**config.mk**
```make
export PLATFORM = sky130hd
export DESIGN_NAME = div_seq_flat
export DESIGN_NICKNAME = d
export VERILOG_FILES = /design/src/rtl/div_pkg.sv /design/src/rtl/div_seq_if.sv /design/src/rtl/div_step.sv /design/src/rtl/div_seq.sv /design/src/flat_wrapper.sv
export SDC_FILE = /design/constraint.sdc
export NUM_CORES = 1
export LEC_CHECK = 0
export CAP_MARGIN = 20
export CORE_MARGIN = 2
export CORE_UTILIZATION = 45
export DETAILED_ROUTE_END_ITERATION = 6
export HOLD_SLACK_MARGIN = 0.02
export PLACE_DENSITY = 0.65
export SYNTH_ARGS = -nofsm -noshare
export SYNTH_HDL_FRONTEND = slang
export SYNTH_SLANG_ARGS = --single-unit
```
**constraint.sdc**
```tcl
create_clock -name clock -period 8.1 [get_ports clock]
set_input_delay 1.215 -clock clock [delete_from_list [all_inputs] [get_ports clock]]
set_output_delay 1.215 -clock clock [all_outputs]
set_load 0.1 [all_outputs]
```
**src/rtl/div_pkg.sv**
```systemverilog
// Shared types, widths and constants for the sequential signed divider.
package div_pkg;

  localparam int DIV_W    = 32;
  localparam int DIV_ITER = 32;

  localparam logic [DIV_W-1:0] INT_MIN  = 32'h8000_0000;
  localparam logic [DIV_W-1:0] ALL_ONES = 32'hFFFF_FFFF;

  typedef enum logic {
    IDLE,
    RUN
  } state_t;

  // Unsigned magnitude of a two's complement value; INT_MIN maps to 2^31 exactly.
  function automatic logic [DIV_W-1:0] absMag(input logic [DIV_W-1:0] v);
    return v[DIV_W-1] ? (~v + 1'b1) : v;
  endfunction

  function automatic logic [DIV_W-1:0] applySign(input logic neg, input logic [DIV_W-1:0] v);
    return neg ? (~v + 1'b1) : v;
  endfunction

endpackage

```
**src/rtl/div_seq_if.sv**
```systemverilog
// Operand/result bundle for div_seq: start-level launch, one-cycle valid pulse.
interface div_seq_if;

  logic [div_pkg::DIV_W-1:0] dvdnd;
  logic [div_pkg::DIV_W-1:0] dvsor;
  logic                      start;
  logic [div_pkg::DIV_W-1:0] quot;
  logic [div_pkg::DIV_W-1:0] remd;
  logic                      valid;
  logic                      dvz;
  logic                      ovf;

  modport master (
    output dvdnd, dvsor, start,
    input  quot, remd, valid, dvz, ovf
  );

  modport slave (
    input  dvdnd, dvsor, start,
    output quot, remd, valid, dvz, ovf
  );

endinterface

```
**src/rtl/div_step.sv**
```systemverilog
// One radix-2 restoring iteration on unsigned magnitudes.
module div_step
  import div_pkg::*;
(
  input  logic [DIV_W:0] remIn_i,
  input  logic           bit_i,
  input  logic [DIV_W:0] dvsor_i,
  output logic [DIV_W:0] remOut_o,
  output logic           qBit_o
);

  logic [DIV_W+1:0] shifted;
  logic [DIV_W:0]   diff;

  // The compare sees the full shifted value so no carry out of the remainder is lost.
  always_comb begin
    shifted  = {remIn_i, bit_i};
    qBit_o   = (shifted >= {1'b0, dvsor_i});
    diff     = shifted[DIV_W:0] - dvsor_i;
    remOut_o = qBit_o ? diff : shifted[DIV_W:0];
  end

endmodule

```
**src/rtl/div_seq.sv**
```systemverilog
// Sequential 32-bit signed divider: 32 restoring iterations, fixed 33-cycle latency.
module div_seq
  import div_pkg::*;
(
  input  logic      clock,
  input  logic      reset,
  div_seq_if.slave  bus
);

  state_t           state_q, state_d;
  logic [4:0]       cnt_q;
  logic             startDly_q;
  logic [DIV_W-1:0] dvdSh_q;
  logic [DIV_W:0]   dvsMag_q;
  logic [DIV_W:0]   rem_q;
  logic             sq_q, sr_q;
  logic             dvzPend_q, ovfPend_q;
  logic [DIV_W-1:0] dvdOrig_q;
  logic [DIV_W-1:0] quot_q, remd_q;
  logic             valid_q, dvz_q, ovf_q;

  logic             launch, stepEn, lastIter;
  logic [DIV_W:0]   remNext;
  logic             qBit;
  logic [DIV_W-1:0] qRaw, resQuot, resRemd;

  div_step u_step (
    .remIn_i  (rem_q),
    .bit_i    (dvdSh_q[DIV_W-1]),
    .dvsor_i  (dvsMag_q),
    .remOut_o (remNext),
    .qBit_o   (qBit)
  );

  always_ff @(posedge clock or posedge reset) begin
    if (reset) state_q <= IDLE;
    else       state_q <= state_d;
  end

  always_comb begin
    state_d = state_q;
    case (state_q)
      IDLE:    if (launch)   state_d = RUN;
      RUN:     if (lastIter) state_d = IDLE;
      default: state_d = IDLE;
    endcase
  end

  always_comb begin
    launch   = (state_q == IDLE) && bus.start && !startDly_q;
    stepEn   = (state_q == RUN);
    lastIter = stepEn && (cnt_q == 5'(DIV_ITER-1));
  end

  // Quotient bits enter the dividend shift register as dividend bits leave it.
  always_comb begin
    qRaw    = {dvdSh_q[DIV_W-2:0], qBit};
    resQuot = applySign(sq_q, qRaw);
    resRemd = applySign(sr_q, remNext[DIV_W-1:0]);
    if (dvzPend_q) begin
      resQuot = ALL_ONES;
      resRemd = dvdOrig_q;
    end else if (ovfPend_q) begin
      resQuot = INT_MIN;
      resRemd = '0;
    end
  end

  always_ff @(posedge clock or posedge reset) begin
    if (reset) begin
      cnt_q      <= '0;
      startDly_q <= 1'b0;
      dvdSh_q    <= '0;
      dvsMag_q   <= '0;
      rem_q      <= '0;
      sq_q       <= 1'b0;
      sr_q       <= 1'b0;
      dvzPend_q  <= 1'b0;
      ovfPend_q  <= 1'b0;
      dvdOrig_q  <= '0;
      quot_q     <= '0;
      remd_q     <= '0;
      valid_q    <= 1'b0;
      dvz_q      <= 1'b0;
      ovf_q      <= 1'b0;
    end else begin
      startDly_q <= bus.start;
      valid_q    <= lastIter;
      if (launch) begin
        cnt_q     <= '0;
        dvdSh_q   <= absMag(bus.dvdnd);
        dvsMag_q  <= {1'b0, absMag(bus.dvsor)};
        rem_q     <= '0;
        sq_q      <= bus.dvdnd[DIV_W-1] ^ bus.dvsor[DIV_W-1];
        sr_q      <= bus.dvdnd[DIV_W-1];
        dvzPend_q <= (bus.dvsor == '0);
        ovfPend_q <= (bus.dvdnd == INT_MIN) && (bus.dvsor == ALL_ONES);
        dvdOrig_q <= bus.dvdnd;
      end else if (stepEn) begin
        cnt_q   <= cnt_q + 5'd1;
        dvdSh_q <= qRaw;
        rem_q   <= remNext;
      end
      if (lastIter) begin
        quot_q <= resQuot;
        remd_q <= resRemd;
        dvz_q  <= dvzPend_q;
        ovf_q  <= ovfPend_q;
      end
    end
  end

  assign bus.quot  = quot_q;
  assign bus.remd  = remd_q;
  assign bus.valid = valid_q;
  assign bus.dvz   = dvz_q;
  assign bus.ovf   = ovf_q;

endmodule

```
**src/flat_wrapper.sv**
```systemverilog
// flat-port wrapper written by rule: the top's interface ports become plain ports
module div_seq_flat import div_pkg::*;
  (clock, reset, bus_dvdnd, bus_dvsor, bus_start, bus_quot, bus_remd, bus_valid, bus_dvz, bus_ovf);
  div_seq_if bus_i ();
  input  logic clock;
  input  logic reset;
  input wire logic [$bits(bus_i.dvdnd)-1:0] bus_dvdnd;
  input wire logic [$bits(bus_i.dvsor)-1:0] bus_dvsor;
  input wire logic [$bits(bus_i.start)-1:0] bus_start;
  output wire logic [$bits(bus_i.quot)-1:0] bus_quot;
  output wire logic [$bits(bus_i.remd)-1:0] bus_remd;
  output wire logic [$bits(bus_i.valid)-1:0] bus_valid;
  output wire logic [$bits(bus_i.dvz)-1:0] bus_dvz;
  output wire logic [$bits(bus_i.ovf)-1:0] bus_ovf;
  assign bus_i.dvdnd = bus_dvdnd;
  assign bus_i.dvsor = bus_dvsor;
  assign bus_i.start = bus_start;
  assign bus_quot = bus_i.quot;
  assign bus_remd = bus_i.remd;
  assign bus_valid = bus_i.valid;
  assign bus_dvz = bus_i.dvz;
  assign bus_ovf = bus_i.ovf;
  div_seq u_core (.clock(clock), .reset(reset), .bus(bus_i));
endmodule
```
==> impl_metrics.py, run 1 <==
metrics = {
    "run_status": {
        "outcome": "finished clean",
    },
    "routing": {
        "first_pass_iters": 5,
        "routed_wl_um": 43900,
        "drt_iter0_drc": 1160,
        "ant_nets": 0,
        "post_drt_wl_per_cell_um": 19.3,
        "drcViolationCount": 0,
        "via_count": 13500,
        "viasPerCell": 5.91,
    },
    "synthesis": {
        "ys_top_cells_by_area": "dfrtp_1, nand2_1, o21ai_0, xor2_1, nor2_1",
        "synth_top_area_frac": 0.364,
        "ys.flop_type": "dfrtp_1",
        "yosysTopAreaCell": "dfrtp_1",
        "syn_inst": 1792,
        "avgSynthCellArea_um2": 7.90,
        "yosys_warnings": 0,
        "synth_nets": 1899,
        "synth-seq-cells": 206,
        "synth_cell_types": 85,
        "synth_edf_count": 0,
        "synth.cell_area_mm2": 0.0142,
        "ys_async_sr_fraction": 1.00,
        "ys_seq_area_frac": 0.364,
    },
    "finish": {
        "finalNonFillerCells": 2277,
        "n_antenna_cell": 0,
        "layout_commonest_cell": "nand2_1",
        "syn2layout_area_growth_pct": 16.8,
        "nNetsFinal": 1970,
        "final_util": 0.538,
        "drive_gt1_frac": 0.0489,
        "final_cell_mix": "nand2_1, dfrtp_1, o21ai_0",
        "final.fill_count": 3022,
    },
    "grt": {
        "grt_pass1_vias": 13000,
        "antenna_found_initial": 1,
        "grt_max_degree": 102,
        "grt_first_pass_wirelength_um": 71800,
        "grt_util_all_layers": 0.270,
        "globalRoute.totalOverflow": 0,
    },
    "floorplan": {
        "num_rows": 64,
        "core_area_mm2": 0.0307,
        "io-pin-count": 134,
        "dieArea_mm2": 0.0329,
        "start_util": 0.461,
        "chipHeight_um": 181,
        "chipWidth_um": 181,
    },
    "timing": {
        "finalSetupTns_ps": 0,
        "worstMarginPinSlew_ps": 1010,
        "finalWorstSetupSlack_ps": 2360,
        "relSlewSlack": 0.324,
        "period_needed_ps": 5740,
        "clock_skew_ps": 8.72,
        "rsz0062_at_grt": "false",
        "fmax_ghz": 0.174,
        "min_period_over_period": 0.709,
        "finalMaxSlewViolations": 0,
        "hold_viol": 0,
        "setup_viol": 0,
    },
    "worst_setup_path": {
        "crit_path_start_kind": "register",
        "cp.required_ps": 8480,
        "worstPathMaxFanout": 22,
        "arrival_ps": 6120,
        "criticalPathCategory": "reg2reg",
        "end_kind": "register",
    },
    "place": {
        "dp_slack_ps": 2480,
        "post-dp-hpwl_um": 32200,
        "port_buffers": 133,
        "place.gp.congestion": 0.944,
        "dp_cells": 2233,
    },
    "clock_tree": {
        "cts_tree": "done",
        "clk_path_buf_depth": 3,
        "holdBufCountCts": 0,
        "cts_setup_buffers": 0,
        "cts_buffers": 24,
        "cts_sinks": 206,
        "cts_root_buf": "clkbuf_16",
        "h-tree-depth": 1,
        "clock_latency_ps": 530,
        "cts_resized": 0,
        "clkTransAtPathRegs_ps": 60,
    },
    "flow_run": {
        "drv_cap": 0,
    },
    "worst_hold_path": {
        "worst_hold_path_type": "reg2reg",
    },
}
[worst max-delay path, cell delays in order, from the launching register on]
cell	delay [ps]
dfrtp_1	400
inv_1	90
ha_1	180
inv_1	60
fa_1	420
a211oi_2	380
o21ai_1	210
and3b_1	280
o21ai_1	270
nand3_2	560
mux2i_1	450
ha_1	260
nand3b_1	130
or4_1	430
nor4_1	180
a31o_2	180
o221ai_2	210
or3b_1	480
o21ai_1	170
xor2_1	160
o21ai_1	70
[worst paths after layout]
| path | startpoint | to | slack [ps] | cells after the start |
|---|---|---|---|---|
| min | u_core.bus.quot[0] | u_core.bus.quot[0] | 470 | 2 |
| min reg2reg | u_core.bus.quot[0] | u_core.bus.quot[0] | 470 | 2 |
| min in group asynchronous | reset | u_core.rem_q[28] | 1230 | 2 |
| max | u_core.dvdSh_q[31] | u_core.bus.remd[26] | 2360 | 20 |
| max reg2reg | u_core.dvdSh_q[31] | u_core.bus.remd[26] | 2360 | 20 |
| max in group asynchronous | reset | u_core.bus.quot[15] | 5540 | 3 |
[Yosys cell counts, types with 10 or more instances]
cell	instances
nand2_1	364
dfrtp_1	206
o21ai_0	172
nor2_1	159
a21oi_1	104
xor2_1	88
clkbuf_1	84
inv_1	57
ha_1	39
xnor2_1	36
mux2i_1	33
o31ai_1	29
nor3_1	28
nand3_1	26
o22a_1	24
nand4_1	23
or3_1	22
nor4_1	20
or4_1	18
o21ai_1	17
o22ai_1	17
o41ai_1	15
a221oi_1	11
a31oi_1	11
and2_1	11
nand2b_1	11
buf_1	10
buf_2	10
[stage by stage]
| stage | area, um2 | hold slack, ps |
|---|---|---|
| 5_1_grt | 16500 | 498 |
| 2_1_floorplan | 14200 | 438 |
| 4_1_cts | 16500 | 472 |
| 3_3_place_gp | 15700 | 449 |
| 6_report | 16500 | 466 |
| 3_5_place_dp | 15700 | 458 |
[logic make-up (layout without fill, tap and decap cells)]
group | Yosys count | count (layout) | synth area share
xor gates and xnor gates | 124 | 124 | 0.0767
buffers and inverters | 164 | 253 | 0.0446
DFF | 206 | 206 | 0.364
AOI/OAI and AO/OA | 482 | 482 | 0.215
muxes | 36 | 36 | 0.0257
and+or+nand+nor | 740 | 740 | 0.238
adders and majority gates | 40 | 40 | 0.0359
[registers in the layout, indices dropped and copies added, names as in the netlist]
signal and count:
u_core.rem_q 33, u_core.bus.quot 32, u_core.bus.remd 32, u_core.dvdOrig_q 32
u_core.dvdSh_q 32, u_core.dvsMag_q 32, u_core.cnt_q 5, u_core.bus.dvz 1
u_core.bus.ovf 1, u_core.bus.valid 1, u_core.dvzPend_q 1, u_core.ovfPend_q 1
u_core.sq_q 1, u_core.startDly_q 1, u_core.state_q 1
[routing by layer]
layer,GRT usage,share of wire
met1,0.394,0.47
met2,0.428,0.45
met3,0.0323,0.063
met4,0.0621,0.022
met5,0,0
[layout make-up]
type	instances	area (um2)	area share
Clock inverter	7	63.8	0.00386
Tap cell	396	495	0.0300
Inverter	59	229	0.0138
Clock buffer	37	751	0.0454
Sequential cell	206	5160	0.312
Multi-Input combinational cell	1422	8380	0.507
Timing Repair Buffer	150	1460	0.0882
Power of run 1 is not shown: default switching activity piles up to over one toggle a cycle in this logic, so the estimate is an artifact.
==> inputs of run 2 (changes only) <==
Settings changed: PLACE_DENSITY 0.65 to 0.68.
Clock period 8.1 ns to 5.05 ns, I/O delays scaled along.
==> run 2 against run 1 <==
Global-route usage up 0.67 points. Via count up 2.4%. Setup slack worse by 2100 ps. Clock-buffer cell count down 4. Fmax up 20%. Final cell count up 1.7%. Clock skew up 9.9 ps. Sequential share of layout area down 0.71 points. Hold slack worse by 1.0 ps. Non-clock buffer count up 41.
==> impl_metrics.py, run 2 (synthesis gave the netlist of run 1 again) <==
metrics = {
    "worst_hold_path": {
        "hold_depth": 2,
        "worst_hold_path_type": "reg2reg",
        "min_from": "u_core.bus.quot[0]",
        "worstHoldEndpoint": "u_core.bus.quot[0]",
    },
    "floorplan": {
        "core_area_mm2": 0.0307,
        "chipHeight_um": 181,
        "start_util": 0.461,
        "io-pin-count": 134,
        "chipWidth_um": 181,
        "num_rows": 64,
        "dieArea_mm2": 0.0329,
    },
    "timing": {
        "fmax_ghz": 0.209,
        "rsz0062_at_grt": "false",
        "clock_skew_ps": 18.7,
        "period_needed_ps": 4790,
        "worstMarginPinSlew_ps": 1120,
        "setup_viol": 0,
        "hold_viol": 0,
        "min_period_over_period": 0.949,
        "finalMaxSlewViolations": 0,
        "relSlewSlack": 0.250,
        "finalSetupTns_ps": 0,
    },
    "grt": {
        "grt_first_pass_wirelength_um": 73100,
        "grt_max_degree": 80,
        "grt_pass1_vias": 13100,
        "globalRoute.totalOverflow": 0,
        "antenna_found_initial": 0,
        "grt_util_all_layers": 0.276,
    },
    "finish": {
        "final.fill_count": 2894,
        "layout_commonest_cell": "nand2_1",
        "final_cell_mix": "nand2_1, dfrtp_1, o21ai_0",
        "multi_input_area_mm2": 0.00842,
        "regArea_mm2": 0.00516,
        "top_register": "u_core.rem_q",
        "nNetsFinal": 2012,
        "syn2layout_area_growth_pct": 19.5,
        "largest_reg_flops": 33,
        "n_antenna_cell": 0,
        "drive_gt1_frac": 0.0719,
    },
    "clock_tree": {
        "cts_buffers": 25,
        "cts_sinks": 206,
        "clk_path_buf_depth": 3,
        "cts_tree": "done",
        "clkTransAtPathRegs_ps": 60,
        "cts_setup_buffers": 0,
        "h-tree-depth": 1,
        "clock_latency_ps": 550,
        "cts_root_buf": "clkbuf_16",
    },
    "worst_setup_path": {
        "end_kind": "register",
        "arrival_ps": 5220,
        "r2r_start": "u_core.dvdSh_q[31]",
        "cp.required_ps": 5480,
        "reg2reg_to": "u_core.bus.quot[28]",
        "crit_path_start_kind": "register",
        "worstPathMaxFanout": 7,
        "reg2regPathDepth": 20,
        "ff2ff_setup_slack_ps": 260,
        "criticalPathCategory": "reg2reg",
    },
    "place": {
        "port_buffers": 133,
        "place.gp.congestion": 0.981,
        "post-dp-hpwl_um": 33800,
    },
    "routing": {
        "routed_wl_um": 45300,
        "first_pass_iters": 7,
        "via_count": 13800,
        "drt_iter0_drc": 1203,
        "post_drt_wl_per_cell_um": 19.6,
        "drcViolationCount": 0,
        "ant_nets": 0,
        "viasPerCell": 5.95,
    },
    "flow_run": {
        "drv_cap": 0,
    },
    "run_status": {
        "outcome": "finished clean",
    },
}
==> run 2: cell types whose count changed in the layout (fill, tap and decap cells not counted), moves of 2 or more <==
cell        delta
clkbuf_8       -4
ha_2           +4
clkinvlp_4     +2
ha_1           -4
buf_12         +3
buf_4         +37
==> run 2: cell type report <==
type | count | area share
flip-flops and latches | 206 | 0.305
well taps | 396 | 0.0293
multi-input cells | 1422 | 0.498
repair buffers | 191 | 0.107
clock inverters | 9 | 0.00665
inverters | 59 | 0.0133
clock buffers | 33 | 0.0411
==> run 2: repair_timing <==
action	CTS	global route
hold buffers	0	0
gates resized for setup	0	9
setup endpoints to repair	0	11
==> run 2: how the worst max path moves through the flow <==
stage	startpoint	endpoint	slack, ps
after floorplan	u_core.dvdSh_q[31]	u_core.bus.quot[28]	80
after global placement	u_core.dvdSh_q[31]	u_core.bus.quot[28]	250
after detailed placement	u_core.dvdSh_q[31]	u_core.bus.quot[28]	130
after CTS	u_core.dvdSh_q[31]	u_core.bus.quot[28]	120
after global routing	u_core.dvdSh_q[31]	u_core.bus.quot[30]	9
final	u_core.dvdSh_q[31]	u_core.bus.quot[28]	260
==> run 2: worst max-delay path, stage by stage (launching register included) <==
cell      delay [ps]
dfrtp_1          380
inv_1             90
ha_1             210
inv_1             70
fa_1             420
a211oi_2         230
o21ai_1          180
and3b_2          290
o21ai_4          190
nand3_4          180
inv_2            110
ha_1             170
inv_1             80
or3_1            430
or2_1            270
or3_1            360
or4_1            440
o21ai_1          170
xor2_1           180
nor2_1            60
o22a_1           160
==> run 2: layer usage <==
metal  up-vias  GRT usage  share of wire
li1       6554          -              -
met1      6647      0.402           0.47
met3        72     0.0385          0.068
met2       501      0.429           0.44
met5         -          0              0
met4         0     0.0807          0.027
==> run 2: per-stage QoR <==
step / instances / area [um2] / utilization / setup WS [ps] / hold WS, ps
floorplan: 1792 / 14200 / - / 83.4 / 438
global placement: 2272 / 16000 / 0.522 / 254 / 451
detailed placement: 2272 / 16000 / 0.522 / 127 / 455
global route: 2316 / 16900 / 0.550 / 8.93 / 501
CTS: 2314 / 16900 / 0.548 / 117 / 468
finish: 2316 / 16900 / 0.550 / 257 / 465
Power of run 2 is left out for the same reason.
